$ cat src/rtl/cpu_pkg.sv
// Shared CPU types: condition codes, flag bit positions, ALU selects and the
// decode->execute control word carried by the E pipeline register.
package cpu_pkg;

    typedef enum logic [3:0] {
        EQ = 4'b0000, NE, CS, CC, MI, PL, VS, VC,
        HI, LS, GE, LT, GT, LE, AL, NV
    } cond_t;

    localparam int N = 3;
    localparam int Z = 2;
    localparam int C = 1;
    localparam int V = 0;

    localparam logic [2:0] ADD = 3'b000;
    localparam logic [2:0] SUB = 3'b001;
    localparam logic [2:0] AND = 3'b010;
    localparam logic [2:0] ORR = 3'b011;
    localparam logic [2:0] MOV = 3'b100;

    typedef struct packed {
        logic       pcs;
        logic       regw;
        logic       memtoreg;
        logic       memw;
        logic       alusrc;
        logic [2:0] alucontrol;
        logic [1:0] flagw;
        cond_t      cond;
        logic [3:0] wa3;
    } ectl_t;

    // A bubble carries AL so it reads as "passes" but every write control is off.
    localparam ectl_t BUBBLE = '{
        pcs:        1'b0,
        regw:       1'b0,
        memtoreg:   1'b0,
        memw:       1'b0,
        alusrc:     1'b0,
        alucontrol: ADD,
        flagw:      2'b00,
        cond:       AL,
        wa3:        4'd0
    };

endpackage

$ cat src/rtl/cond_check.sv
// Combinational condition-code evaluator: does CondE pass against NZCV Flags.
module cond_check
    import cpu_pkg::*;
(
    input  logic [3:0] CondE,
    input  logic [3:0] Flags,
    output logic       CondExE
);

    logic n, z, c, v, ge;

    assign n  = Flags[N];
    assign z  = Flags[Z];
    assign c  = Flags[C];
    assign v  = Flags[V];
    assign ge = (n == v);

    always_comb begin
        CondExE = 1'b0;
        case (cond_t'(CondE))
            EQ: CondExE = z;
            NE: CondExE = ~z;
            CS: CondExE = c;
            CC: CondExE = ~c;
            MI: CondExE = n;
            PL: CondExE = ~n;
            VS: CondExE = v;
            VC: CondExE = ~v;
            HI: CondExE = c & ~z;
            LS: CondExE = ~c | z;
            GE: CondExE = ge;
            LT: CondExE = ~ge;
            GT: CondExE = ~z & ge;
            LE: CondExE = z | ~ge;
            AL: CondExE = 1'b1;
            NV: CondExE = 1'b0;
            default: CondExE = 1'b0;
        endcase
    end

endmodule

$ cat src/rtl/idex_cond_stage.sv
// Decode->execute pipeline register with the NZCV flags register and
// conditional gating of write-type controls for failed conditions.
module idex_cond_stage
    import cpu_pkg::*;
#(
    parameter logic [3:0] RESET_FLAGS = 4'b0000
) (
    input  logic       clk,
    input  logic       reset,
    input  logic       StallE,
    input  logic       FlushE,
    input  logic [3:0] CondD,
    input  logic [3:0] WA3D,
    input  logic       PCSD,
    input  logic       RegWD,
    input  logic       MemtoRegD,
    input  logic       MemWD,
    input  logic       ALUSrcD,
    input  logic [2:0] ALUControlD,
    input  logic [1:0] FlagWD,
    input  logic [3:0] ALUFlags,
    output logic       PCSrcE,
    output logic       RegWriteE,
    output logic       MemWriteE,
    output logic       MemtoRegE,
    output logic       ALUSrcE,
    output logic [2:0] ALUControlE,
    output logic [3:0] WA3E,
    output logic       CondExE,
    output logic [3:0] FlagsE
);

    ectl_t      d, e;
    logic [3:0] flags;
    logic       condex;

    always_comb begin
        d            = BUBBLE;
        d.pcs        = PCSD;
        d.regw       = RegWD;
        d.memtoreg   = MemtoRegD;
        d.memw       = MemWD;
        d.alusrc     = ALUSrcD;
        d.alucontrol = ALUControlD;
        d.flagw      = FlagWD;
        d.cond       = cond_t'(CondD);
        d.wa3        = WA3D;
    end

    always_ff @(posedge clk) begin
        if (reset)        e <= BUBBLE;
        else if (FlushE)  e <= BUBBLE;
        else if (!StallE) e <= d;
    end

    // Flush does not suppress the retiring instruction's flag write; stall does.
    always_ff @(posedge clk) begin
        if (reset) begin
            flags <= RESET_FLAGS;
        end else if (!StallE) begin
            if (e.flagw[1] && condex) flags[3:2] <= ALUFlags[3:2];
            if (e.flagw[0] && condex) flags[1:0] <= ALUFlags[1:0];
        end
    end

    cond_check u_cond (
        .CondE   (e.cond),
        .Flags   (flags),
        .CondExE (condex)
    );

    assign PCSrcE      = e.pcs  & condex;
    assign RegWriteE   = e.regw & condex;
    assign MemWriteE   = e.memw & condex;
    assign MemtoRegE   = e.memtoreg;
    assign ALUSrcE     = e.alusrc;
    assign ALUControlE = e.alucontrol;
    assign WA3E        = e.wa3;
    assign CondExE     = condex;
    assign FlagsE      = flags;

endmodule

$ cat config.mk
export PLATFORM = sky130hd
export DESIGN_NAME = idex_cond_stage
export DESIGN_NICKNAME = d
export VERILOG_FILES = /design/src/rtl/cpu_pkg.sv /design/src/rtl/cond_check.sv /design/src/rtl/idex_cond_stage.sv
export SDC_FILE = /design/constraint.sdc
export NUM_CORES = 1
export LEC_CHECK = 0
export CAP_MARGIN = 40
export CORE_AREA = 2 2 69 71
export CTS_CLUSTER_SIZE = 10
export DETAILED_ROUTE_END_ITERATION = 8
export DIE_AREA = 0 0 71 73
export HOLD_SLACK_MARGIN = 0.02
export PLACE_DENSITY = 0.54
export SETUP_SLACK_MARGIN = 0.5
export SLEW_MARGIN = 20
export SYNTH_ARGS = -nofsm -noshare
export SYNTH_HDL_FRONTEND = slang
export SYNTH_HIERARCHICAL = 1
export SYNTH_SLANG_ARGS = --single-unit
export TNS_END_PERCENT = 20
$ cat constraint.sdc
create_clock -name clk -period 2 [get_ports clk]
set_input_delay 0.3 -clock clk [delete_from_list [all_inputs] [get_ports clk]]
set_output_delay 0.3 -clock clk [all_outputs]
set_load 0.03 [all_outputs]
Yosys cells after proc, flatten, opt, wreduce, memory -nomap -nowiden
Index checks and enable logic that the tools add are counted.

storage, ports and cells
  flip-flop bits (word level) = 22
  output and inout bits = 17
  word-level logic and storage cells = 47

cells by class
  equality and inequality tests = 16
  muxes and demuxes = 1
  bitwise operators = 13
  reduce and logical (&&, ||, !) cells = 6

operators with widths
  operator                                                               number
  4-bit equality test, second input constant                             8
  4-bit by 3-bit equality test with 1-bit output, second input constant  4
  1-bit case mux with 16 select lines                                    1
  4-bit by 2-bit equality test with 1-bit output, second input constant  2
  1-bit NOT                                                              6
  1-bit AND                                                              5
  4-bit by 1-bit equality test with 1-bit output, second input constant  1
  4-bit zero test                                                        1
  2-bit AND reduction                                                    2
  1-bit logical AND                                                      2
  1-bit OR                                                               2
  2-bit OR reduction                                                     1
  1-bit equality test                                                    1

Depth between registers and ports, before layout
Gate-level depths: netlist of the first run.

  word-level depth = 6
  depth in mapped cells = 8
  gate-level depth less buffers = 7

By module
Netlist of the first run, hierarchy kept.

modules (own cells, without submodules)
  module           instances  cells each  area each (um^2)
  idex_cond_stage  1          89          928.4
  cond_check       1          23          155.1

Worst setup path before layout of the first run
Ideal clock, no wire load.

  kind = register -> output
  start = reg flags[3], in the netlist FlagsE[3]
  end = out MemWriteE
  arrival time = 2.350 ns
  data required time = 1.700 ns
  setup slack = -0.650 ns
  stages on the path, launching flop included = 7
  path buffers = 0
  path through = dfxtp_1 -> xor2_1 -> xor2_1 -> a2111oi_1 -> a311oi_1 -> o22ai_1 -> and2_1

on the way
  longest elaborated chain between the ends = 5

ends and longest elaborated chain
  what                                   RTL line                            text
  from (decl)                            idex_cond_stage.sv:34               logic [3:0] flags;
  from (signal assigned)                 idex_cond_stage.sv:61               if (e.flagw[1] && condex) flags[3:2] <= ALUFlags[3:2];
  1-bit equality test                    cond_check.sv:16                    assign ge = (n == v);
  1-bit NOT                              cond_check.sv:32, cond_check.sv:34
  1-bit OR                               cond_check.sv:34                    LE: CondExE = z | ~ge;
  1-bit case mux with 16 select lines *  cond_check.sv:20                    case (cond_t'(CondE))
  via CondExE                            idex_cond_stage.sv:29               output logic CondExE,
  1-bit AND *                            idex_cond_stage.sv:74               assign MemWriteE = e.memw & condex;
  to (decl)                              idex_cond_stage.sv:24               output logic MemWriteE,

Mark *: on every way through the listed nets, which the timed path passes. The rest lies on a longest branch.

Worst setup path in the final report of the first run
  start = reg flags[3], in the netlist FlagsE[3]
  end = out RegWriteE

on the way
  longest elaborated chain between the ends = 5

ends and longest elaborated chain
  what                                   RTL line                            text
  1-bit equality test                    cond_check.sv:16
  1-bit NOT                              cond_check.sv:32, cond_check.sv:34
  1-bit OR                               cond_check.sv:34
  1-bit case mux with 16 select lines *  cond_check.sv:20
  1-bit AND *                            idex_cond_stage.sv:73               assign RegWriteE = e.regw & condex;
  to (decl)                              idex_cond_stage.sv:23               output logic RegWriteE,

Every way passes the cells marked *; elsewhere a longest branch is shown, timed or not.

==> impl_metrics.ini, run 1 <==
[critical_path]
crit_required_ns = 1.70
critical_path_class = reg2out
crit_path_end_kind = output port
crit_arrival_ns = 1.88
startpoint = FlagsE[3]
r2r-start = FlagsE[3]
cp-start-kind = register
cp_max_fo = 4

[global_route]
antenna_found_initial = 0
grt_max_degree = 16
grt_pass1_wl_mm = 4.20
grt-ovfl-total = 0
grt.total_usage_pct = 10.6
grt_pass1_vias = 889

[synthesis]
yosysWarnings = 6
syn_avg_cell_area_um2 = 9.67
synth_fa_ha_area_share_pct = 0
yosysTopAreaCell = dfxtp_1
syn-instance-count = 112
yosys_most_used_dff = dfxtp_1
syn_area_mm2 = 0.00108
synth_top_area_share_pct = 40.6
async_flop_share_pct = 0
synth_top_family_by_area = multiplexers
synth_edf_count = 0
synth_area_leaders = dfxtp_1, mux2i_1, buf_4
ys_ff_latch = 22
synthMuxAreaShare_pct = 21.2
synth_xor_area_share_pct = 3.23
synth_cell_types = 25
synth-compound-area-share_pct = 5.66
seq_area_frac_synth_pct = 40.6
synthSimpleGateAreaFrac_pct = 18.5
syn_nets = 138

[placed_design]
hpwl_mm = 2.02
port_buffers = 42
pre_cts_ws_ns = -0.0208
gp_congestion = 0.750
post-place-cells = 201

[pwr]
powerDensity_mw_per_mm2 = 619
vdd_drop_max_v = 0.000232
p_int_mw = 0.766
clock_power_share_pct = 36.8
power_frac_seq_pct = 45.8
netSwitchingFraction_pct = 23.6
combPwrFrac_pct = 17.4
p_leak_nw = 0.748
power_switching_mw = 0.236

[floorplan]
die-area_mm2 = 0.00518
core_mm2 = 0.00454
pin_count = 43
fp.dieW_um = 71
fp.dieH_um = 73
start_util_pct = 23.9
num_rows = 25

[finish]
num_antenna_cells = 0
final_layout_size_suffix_gt1_share_pct = 19.0
num-fill-cells = 469
layoutNonFillerInstCount = 207
area_growth_syn_to_layout_pct = 49.7
fin_nets = 180

[sta]
rsz0062_at_grt = true
drv_slew = 0
period_share_pct = 109
setup_viol = 8
tightest_slew_ns = 0.573
period_minus_slack_ns = 2.18
relSlewSlack_pct = 61.8
finClkSkew_ns = 0.00311
hold_viol = 0
finalWorstSetupSlack_ns = -0.176
fmax_mhz = 459

[cts]
cts_sinks = 22
h-tree-depth = 1
cts_buffer_depth = 2
clk_latency_ns = 0.26
cts_root_buffer = clkbuf_8
tritoncts = done
cts_buffers = 3
cts_hold_buf = 0
clk_pin_slew_worst_paths_ns = 0.08

[outcome]
status = finished, violations left
violations = negative setup slack

[hold_path]
min_path_type = reg2reg
worstHoldStart = ALUControlE[0]

[detailed_routing]
highest_layer = met4
first_iter_violations = 22
wirelength_mm = 2.62
postRouteAntennaNets = 0
vias = 893
post-route-drc-count = 0
wire_per_inst_um = 12.7
dr.pass1.iters = 4
routed_via_density = 4.31
met2_length_mm = 1.35
m1WireLength_mm = 1.05
wl_met3_um = 183

[job]
drv_cap = 0
## critical path, cell delays in order, from the launching register on
cell	delay [ns]
dfxtp_4	0.36
xor2_2	0.18
xor2_1	0.14
a2111oi_1	0.33
a311oi_1	0.10
o22ai_2	0.19
and2_4	0.19
buf_6	0.12
## placed cells by master (no fill, tap or decap)
master	n
nor2_2	1
and2_4	3
a211oi_1	1
mux2i_1	23
a2111oi_1	1
clkdlybuf4s50_1	24
nor2_1	17
nand2_1	3
dlygate4sd2_1	13
or2_1	1
dfxtp_2	2
clkbuf_8	3
dlymetal6s2s_1	1
a311oi_1	1
o21ai_0	1
xnor2_1	1
a21oi_1	3
dfxtp_4	2
nand2b_1	9
buf_6	5
inv_1	1
nor4b_1	1
xor2_1	2
nor2b_1	1
clkbuf_16	1
buf_4	8
nor3_1	1
o22a_1	1
o22ai_2	1
xor2_2	1
and3b_2	2
dfxtp_1	18
## cells in the mapped netlist, drive strengths merged, types with 2 or more instances
library cell,number
a21oi,3
dfxtp,22
nand2,3
buf,13
xor2,3
nand2b,9
and3b,2
mux2i,23
and2,3
nor2,18
## power by group through the flow
stage	registers, mW	clock network [mW]	logic, mW
final	0.459	0.369	0.175
after global placement	0.469	0	0.171
after global routing	0.462	0.406	0.188
after floorplan	0.470	0	0.0965
after detailed placement	0.470	0	0.173
after CTS	0.459	0.388	0.177
## layer usage
| layer | track usage (%) | vias up |
|---|---|---|
| met3 | 3.59 | 4 |
| met4 | 3.77 | 0 |
| met2 | 19.5 | 29 |
| met1 | 11.2 | 409 |
| li1 | - | 451 |
| met5 | 0 | - |
## state kept, by name, summed over array words and instances, names as in the netlist
name,flops
ALUControlE,3
WA3E,4
ALUSrcE,1
e,9
FlagsE,4
MemtoRegE,1
## logic make-up (layout without fill, tap and decap cells)
family / after synthesis / count (layout)
AOI/OAI and AO/OA: 9 / 9
xor gates and xnor gates: 4 / 4
buffers and inverters: 15 / 56
DFF: 22 / 22
muxes: 23 / 23
and+or+nand+nor: 39 / 39
## repair_timing
item,4_1_cts,5_1_grt
resized for setup,21,2
endpoints found under the setup margin,21,11
setup buffers,2,0
pin swaps,4,1
## through the flow
stage / util [%] / TNS (ns) / power (mW) / hold slack [ns] / cell area (um^2)
floorplan: - / -0.470 / 0.567 / 0.414 / 1110
global placement: 33.7 / 0 / 0.640 / 0.479 / 1530
detailed placement: 33.7 / -0.0208 / 0.643 / 0.491 / 1530
CTS: 35.7 / -0.814 / 1.02 / 0.509 / 1620
global route: 35.8 / -1.78 / 1.06 / 0.525 / 1620
finish: 35.8 / -0.808 / 1.00 / 0.502 / 1620
## final timing paths
kind	end	slack [ns]	depth (start not counted)
max	RegWriteE	-0.18	7
min	ALUControlE[0]	0.50	2
max reg2reg	FlagsE[0]	-0.06	9
min reg2reg	ALUControlE[0]	0.50	2
## layout make-up
type                       count  area, um^2  area share (%)
inverter                       1        3.75           0.231
clock buffer                   4        66.3            4.09
multi-input combinational     75         551            34.0
tap                           54        67.6            4.17
sequential                    22         450            27.8
timing repair buffer          51         483            29.8
(Power assumes the default switching activity.)
==> run 2: changes to the inputs <==
--- a/config.mk
+++ b/config.mk
@@ -6,16 +6,16 @@
 export NUM_CORES = 1
 export LEC_CHECK = 0
 export CAP_MARGIN = 40
-export CORE_AREA = 2 2 69 71
+export CORE_AREA = 5 5 72 74
 export CTS_CLUSTER_SIZE = 10
 export DETAILED_ROUTE_END_ITERATION = 8
-export DIE_AREA = 0 0 71 73
+export DIE_AREA = 0 0 77 79
 export HOLD_SLACK_MARGIN = 0.02
 export PLACE_DENSITY = 0.54
+export RECOVER_POWER = 50
 export SETUP_SLACK_MARGIN = 0.5
 export SLEW_MARGIN = 20
 export SYNTH_ARGS = -nofsm -noshare
 export SYNTH_HDL_FRONTEND = slang
 export SYNTH_HIERARCHICAL = 1
 export SYNTH_SLANG_ARGS = --single-unit
-export TNS_END_PERCENT = 20
==> impl_metrics.ini, run 2 (same netlist as run 1, synthesis figures left out) <==
[critical_path]
crit_path_max_incr_delay_ns = 0.35
cp-start-kind = register
rr_worst_depth = 8
path_cells = xor2_2, xor2_1, a2111oi_1, a311oi_1, o22ai_2, and2_4, buf_6
critical_path_class = reg2out
cp_max_fo = 6
crit_arrival_ns = 1.94
crit_path_end_kind = output port
cpMaxStageDelayCell = dfxtp_4
crit_required_ns = 1.70

[detailed_routing]
first_iter_violations = 17
post-route-drc-count = 0
postRouteAntennaNets = 0
dr.pass1.iters = 4
wirelength_mm = 2.77
vias = 890
routed_via_density = 4.28
wire_per_inst_um = 13.3

[finish]
fin_nets = 181
final_layout_size_suffix_gt1_share_pct = 18.2
regArea_um2 = 453
final_cell_mix = clkdlybuf4s50_1, mux2i_1, dfxtp_1, nor2_1, dlygate4sd2_1
multiInputGateArea_um2 = 551
num_antenna_cells = 0
utilization_pct = 35.4
top_register = e
final_area_mm2 = 0.00161
num-fill-cells = 450
area_growth_syn_to_layout_pct = 48.3
largest_reg_flops = 9
layout_commonest_cell = clkdlybuf4s50_1

[cts]
cts_root_buffer = clkbuf_8
cts_buffer_depth = 2
clk_latency_ns = 0.26
cts_sinks = 22
h-tree-depth = 1
cts_buffers = 3
clk_pin_slew_worst_paths_ns = 0.08
tritoncts = done

[outcome]
status = finished, violations left
violations = negative setup slack

[floorplan]
die-area_mm2 = 0.00608
fp.dieW_um = 77
num_rows = 25
core_mm2 = 0.00454
start_util_pct = 23.9
fp.dieH_um = 79
pin_count = 43

[global_route]
grt.total_usage_pct = 9.38
grt_pass1_wl_mm = 4.53
antenna_found_initial = 0
grt-ovfl-total = 0
grt_pass1_vias = 951
grt_max_degree = 16

[sta]
tightest_slew_ns = 0.559
hold_viol = 0
period_share_pct = 112
finalWorstSetupSlack_ns = -0.237
rsz0062_at_grt = true
relSlewSlack_pct = 62.7
fmax_mhz = 447
period_minus_slack_ns = 2.24
setup_viol = 4
finClkSkew_ns = 0.00369
drv_slew = 0

[pwr]
total_power_mw = 0.952
vdd_drop_max_v = 0.000225
p_leak_nw = 0.730
powerDensity_mw_per_mm2 = 593

[placed_design]
dpl_cell_area_mm2 = 0.00154
gp_congestion = 0.726
port_buffers = 42
pre_cts_ws_ns = -0.0520
hpwl_mm = 2.18

[hold_path]
min_path_type = reg2reg
holdPathStages = 2

[job]
drv_cap = 0
-- run 2: repair_timing --
action / 4_1_cts / 5_1_grt
pin swaps: 2 / 1
resized for setup: 20 / 2
gates cloned: 0 / 0
endpoints found under the setup margin: 21 / 8
setup buffers: 1 / 1
hold buffers: 0 / 0
-- run 2: power by group --
part / total (mW) / leakage (nW) / switching, mW / internal [mW]
Combinational: 0.172 / 0.520 / 0.0744 / 0.0979
Sequential: 0.458 / 0.181 / 0.0106 / 0.448
Clock: 0.322 / 0.0288 / 0.146 / 0.176
-- run 2: layout make-up --
cell class / instances / share of cell area (%)
Clock buffer: 4 / 3.43
Inverter: 1 / 0.234
Multi-Input combinational cell: 75 / 34.3
Sequential cell: 22 / 28.2
Tap cell: 54 / 4.21
Timing Repair Buffer: 52 / 29.7
-- run 2: critical path, delay by kind of cell, from the launching register on --
kind	cells	cell delay (ns)
XOR/XNOR	2	0.32
AO/OA/AOI/OAI	3	0.68
AND/OR/NAND/NOR	1	0.21
flip-flops	1	0.35
buffers and inverters	1	0.12
-- run 2: per-layer routing --
metal | up-vias | global-route usage [%] | wire [um] | part of all wire (%)
li1 | 450 | - | - | -
met1 | 412 | 10.3 | 1150 | 42
met2 | 23 | 17.0 | 1430 | 52
met3 | 5 | 1.59 | 115 | 4.2
met4 | 0 | 5.15 | 63 | 2.3
met5 | - | 0 | 0 | 0
-- run 2: metrics by stage --
stage,hold slack (ns),setup TNS (ns),std cells
after global placement,0.475,0,202
after CTS,0.499,-0.886,207
after global routing,0.527,-1.52,208
after detailed placement,0.483,-0.155,202
final,0.493,-0.902,208
after floorplan,0.414,-0.502,112
-- run 2: final timing paths --
path              from        end  slack, ns
max reg2reg  FlagsE[3]  FlagsE[3]       0.03
max          FlagsE[3]  RegWriteE      -0.24
min reg2reg  MemtoRegE  MemtoRegE       0.49
min          MemtoRegE  MemtoRegE       0.49
